<file path="src/rtl/fifo_pkg.sv">
// fifo_pkg: shared constants and helpers for the parametrised FIFO family.
package fifo_pkg;

    localparam int FIFO_DEFAULT_WIDTH = 8;
    localparam int FIFO_DEFAULT_DEPTH = 16;

    function automatic int clog2(input int v);
        int r;
        r = 0;
        while ((1 << r) < v) r++;
        return r;
    endfunction

endpackage

</file>
<file path="src/rtl/fifo_ram.sv">
// fifo_ram: simple dual-port DEPTH x WIDTH array with synchronous write and registered read.
module fifo_ram
    import fifo_pkg::*;
#(
    parameter int WIDTH = FIFO_DEFAULT_WIDTH,
    parameter int DEPTH = FIFO_DEFAULT_DEPTH,
    parameter int AW    = clog2(DEPTH)
) (
    input  logic             clk,
    input  logic             rst,
    input  logic             we,
    input  logic [AW-1:0]    waddr,
    input  logic [WIDTH-1:0] wdata,
    input  logic             re,
    input  logic [AW-1:0]    raddr,
    output logic [WIDTH-1:0] rdata
);

    logic [WIDTH-1:0] mem [DEPTH];

    always_ff @(posedge clk) begin
        if (we) mem[waddr] <= wdata;
    end

    // Only the output register is reset; the array keeps whatever it held.
    always_ff @(posedge clk or negedge rst) begin
        if (!rst) rdata <= '0;
        else if (re) rdata <= mem[raddr];
    end

endmodule

</file>
<file path="src/rtl/sync_fifo_param.sv">
// sync_fifo_param: single-clock FIFO with wrap-bit pointers, occupancy count,
// almost flags, read-valid strobe and sticky overflow/underflow flags.
module sync_fifo_param
    import fifo_pkg::*;
#(
    parameter int WIDTH    = FIFO_DEFAULT_WIDTH,
    parameter int DEPTH    = FIFO_DEFAULT_DEPTH,
    parameter int AF_LEVEL = DEPTH - 2,
    parameter int AE_LEVEL = 2,
    localparam int AW      = clog2(DEPTH)
) (
    input  logic             clk,
    input  logic             rst,
    input  logic             wr_en,
    input  logic [WIDTH-1:0] wr_data,
    input  logic             rd_en,
    output logic [WIDTH-1:0] rd_data,
    output logic             rd_valid,
    output logic             full,
    output logic             empty,
    output logic             almost_full,
    output logic             almost_empty,
    output logic [AW:0]      count,
    output logic             overflow,
    output logic             underflow
);

    if (DEPTH < 2 || (1 << AW) != DEPTH) begin : g_bad_depth
        $fatal(1, "sync_fifo_param: DEPTH must be a power of two >= 2");
    end
    if (AF_LEVEL > DEPTH) begin : g_bad_af
        $fatal(1, "sync_fifo_param: AF_LEVEL must not exceed DEPTH");
    end

    localparam logic [AW:0] ONE = 1;

    logic [AW:0] wr_ptr, rd_ptr;
    logic [31:0] count_w;
    logic        wr_acc, rd_acc;

    // Status depends on registered pointers only, never on wr_en/rd_en.
    assign count        = wr_ptr - rd_ptr;
    assign count_w      = 32'(count);
    assign empty        = wr_ptr == rd_ptr;
    assign full         = (wr_ptr[AW-1:0] == rd_ptr[AW-1:0]) && (wr_ptr[AW] != rd_ptr[AW]);
    assign almost_full  = count_w >= 32'(AF_LEVEL);
    assign almost_empty = count_w <= 32'(AE_LEVEL);
    assign wr_acc       = wr_en & ~full;
    assign rd_acc       = rd_en & ~empty;

    always_ff @(posedge clk or negedge rst) begin
        if (!rst) begin
            wr_ptr    <= '0;
            rd_ptr    <= '0;
            rd_valid  <= 1'b0;
            overflow  <= 1'b0;
            underflow <= 1'b0;
        end else begin
            if (wr_acc) wr_ptr <= wr_ptr + ONE;
            if (rd_acc) rd_ptr <= rd_ptr + ONE;
            rd_valid  <= rd_acc;
            overflow  <= overflow | (wr_en & full);
            underflow <= underflow | (rd_en & empty);
        end
    end

    fifo_ram #(
        .WIDTH (WIDTH),
        .DEPTH (DEPTH),
        .AW    (AW)
    ) u_ram (
        .clk   (clk),
        .rst   (rst),
        .we    (wr_acc),
        .waddr (wr_ptr[AW-1:0]),
        .wdata (wr_data),
        .re    (rd_acc),
        .raddr (rd_ptr[AW-1:0]),
        .rdata (rd_data)
    );

endmodule

</file>
<file path="config.mk">
export PLATFORM = sky130hd
export DESIGN_NAME = sync_fifo_param
export DESIGN_NICKNAME = d
export VERILOG_FILES = /design/src/rtl/fifo_pkg.sv /design/src/rtl/fifo_ram.sv /design/src/rtl/sync_fifo_param.sv
export SDC_FILE = /design/constraint.sdc
export NUM_CORES = 1
export LEC_CHECK = 0
export BUFFER_PORTS_ARGS = -buffer_cell sky130_fd_sc_hd__buf_2
export CAP_MARGIN = 10
export CORE_AREA = 2 2 104 157
export DETAILED_ROUTE_END_ITERATION = 7
export DIE_AREA = 0 0 106 159
export SETUP_SLACK_MARGIN = 0.2
export SLEW_MARGIN = 30
export SYNTH_ARGS = -nofsm -noshare
export SYNTH_HDL_FRONTEND = slang
export SYNTH_SLANG_ARGS = --single-unit
</file>
<file path="constraint.sdc">
create_clock -name clk -period 3.05 [get_ports clk]
set_input_delay 0.1525 -clock clk [delete_from_list [all_inputs] [get_ports clk]]
set_output_delay 0.1525 -clock clk [all_outputs]
set_load 0.01 [all_outputs]
</file>
==> run metrics <==
status=finished clean; DR vias=3253; placer's final routability congestion estimate=0.8152; Synthesis Warnings=0; die width=106 µm; site row count=56; hold depth=1; Finish-stage setup viols=0; R2R setup slack=0.41 ns; FF+latch count, synth=149; grt peak-use layer=met2; critical path startpoint category=register; Finished Layout Cells=617; clock latency on the worst-skew pair=0.41 ns; vias in the first global route=3461; dominant cell type by area after synthesis=edfxtp_1; f_max=378.8 MHz; total placed instance area=6429 µm²; P&R area growth vs syn=15.78%; Post-Syn Nets=382; max_slew headroom=0.5311; Setup CP Type=register to register; reg2reg start=rd_ptr[2]$_DFFE_PN0P_; htree depth=4; I/O Buffers=31; antenna violations before repair=0; leading post-synthesis cells by cell area=edfxtp_1 63%, dfrtp_1 8.6%, mux2i_1 7.9%; fin crit period=2.640 ns; commonest non-fill, non-tap cell in the layout=edfxtp_1; die area=16850 µm²; CP Capture Type=register; Core Region=15480 µm²; CTS tree=done; detailed-placement wirelength estimate=8757 µm; Leakage Power=2.544 nW; top cell type's share of synthesized area=0.6311; Final Cell Area=7052 µm²; fillers=1314; max-cap violations=0; met1 usage=0.1868; Total Wirelength=12660 µm; first-pass GRT wire length=19700 µm; grt ovf=0; Critical Path Fanout Max=10; P per Cell Area=1026 nW/µm²; NumNets Final=424; Setup TNS=0 ns; Worst Tran Pin Value=0.7033 ns; Placed Cells=583; most frequent cells in the layout=128 x edfxtp_1, 48 x mux2i_1, 31 x buf_2, 20 x nor2_1, 19 x dfrtp_1; worst slack, placed=0.4791 ns; Die H=159 µm; final hold vios=0; Worst-path clk slew=0.06 ns; Slew Viols, Final=0; DR WL/cell=20.51 µm; DR pass1 iterations=7; sequential area share after synthesis=0.7173; largest net degree at the start of global routing=45; hold path start=wr_data[5]; DR DRC count=0; Hold Path Sink=u_ram.mem[8][5]$_DFFE_PP_; maximum VDD drop=1.134 mV; Clock Skew=0.007144 ns; CTS buffer count=17; clk root buf=clkbuf_16; min-delay worst type=primary input to register; initial core utilization=0.3933; Post-synth EDFFs=128; setup ws final=0.4098 ns; GRT Overall Usage=0.1611; synthesized area=6091 µm²; worst reg-to-reg path cell count=6; Netlist cell types=40; I/O pins=32; post-route ant nets=0; R2R Path End=u_ram.mem[0][5]$_DFFE_PP_; DRT iter0 DRCs=177; WP data arrival=2.72 ns; routing usage on met2=0.2762; Sink Count=149; diodes inserted=0; RSZ-0062 raised after global routing=no; syn avg cell area=16.92 µm²; share of flip-flops with an asynchronous set or reset=0.1409; Cells after Synth=360; M3 GR Usage=0.04544; ys flop type=edfxtp_1; fin crit share=0.8656; worst path required time=3.12 ns; share of layout cells above drive strength 1=0.2005; Core Util, Final=0.4554; DR vias/cell=5.272; clk buf depth=2
==> registers in the layout (all words and copies together), names as in the netlist <==
signal and flops:
underflow 1, u_ram.rdata 8, u_ram.mem 128, wr_ptr 5
rd_ptr 5, rd_valid 1, overflow 1
==> critical path, cell delays in order, from the launching register on <==
cell     delay (ns)
dfrtp_1        0.54
inv_1          0.24
ha_1           0.41
nand4_1        0.15
o21ai_1        0.18
nor3_1         0.37
and2_1         0.41
==> Yosys cell counts, types with 2 or more instances <==
cell      instances
buf_6             5
edfxtp_1        128
a21boi_2          2
a21o_1            4
xor2_1            4
buf_2             5
nand2_1           4
o21ai_0           2
nor2b_1           2
dfrtp_1          21
o22ai_1          16
nand4_1           4
mux2i_1          48
mux4_2            8
ha_1              9
inv_1             7
xnor2_1           7
o21ai_1          10
and2_1            5
a31oi_1           8
and3_1            8
buf_4             3
a221oi_1          8
clkbuf_1          3
nor2_1           20
and4_1            5
==> stage by stage <==
| step | power (mW) | hold WS (ns) |
|---|---|---|
| 6_report | 7.234 | 0.1618 |
| 2_1_floorplan | 4.459 | -0.1431 |
| 5_1_grt | 7.611 | 0.1580 |
| 3_3_place_gp | 5.157 | 0.1466 |
| 4_1_cts | 7.253 | 0.1513 |
| 3_5_place_dp | 5.197 | 0.1551 |
==> routing by layer <==
| layer | vias up | share of wire |
|---|---|---|
| li1 | 1497 | - |
| met1 | 1635 | 0.39 |
| met2 | 102 | 0.53 |
| met3 | 19 | 0.049 |
| met4 | 0 | 0.027 |
| met5 | - | 0 |
==> logic make-up (layout without fill, tap and decap cells) <==
| logic type | Yosys count | after routing | synth area share |
|---|---|---|---|
| AO/OA/AOI/OAI | 54 | 54 | 0.05957 |
| AND/OR/NAND/NOR | 55 | 55 | 0.05053 |
| multiplexers | 56 | 56 | 0.1085 |
| adder cells (fa/ha/maj) | 10 | 10 | 0.02178 |
| XOR/XNOR | 12 | 12 | 0.01849 |
| flip-flops | 149 | 149 | 0.7173 |
| buffers and inverters | 24 | 78 | 0.02383 |
==> how the worst max path moves through the flow <==
stage	start	end	slack [ns]	cells after the start
after global routing	rd_ptr[2]$_DFFE_PN0P_	u_ram.mem[1][5]$_DFFE_PP_	0.24	6
after global placement	rd_ptr[2]$_DFFE_PN0P_	u_ram.mem[15][2]$_DFFE_PP_	0.54	5
final	rd_ptr[2]$_DFFE_PN0P_	u_ram.mem[0][5]$_DFFE_PP_	0.41	6
after detailed placement	rd_ptr[2]$_DFFE_PN0P_	u_ram.mem[15][1]$_DFFE_PP_	0.48	5
after CTS	wr_ptr[0]$_DFFE_PN0P_	almost_empty	0.33	9
after floorplan	rd_ptr[1]$_DFFE_PN0P_	u_ram.mem[15][0]$_DFFE_PP_	0.65	7
==> timing repair <==
item                                    CTS  global route
resized for setup                         0             2
buffers inserted                          0             0
endpoints found under the setup margin    0             2
hold buffers                              3             0
hold endpoints to repair                 23             0
==> power by group <==
part / switching [mW] / internal (mW) / leakage (nW) / total, mW
Clock: 0.779 / 1.28 / 0.284 / 2.06
Combinational: 1.48 / 0.996 / 0.864 / 2.48
Sequential: 0.160 / 2.54 / 1.40 / 2.70
Total: 2.42 / 4.81 / 2.54 / 7.23
==> area by class of cell <==
cell class              instances  area [µm²]  area share
clock buffers                  18       429.2     0.06086
clock inverters                13       158.9     0.02253
inverters                       7       26.28    0.003726
multi-input cells             187        1582      0.2243
flip-flops and latches        149        4372      0.6199
well taps                     203       254.0     0.03602
repair buffers                 40       230.2     0.03265
No activity file was read; power rests on OpenSTA's default activity.
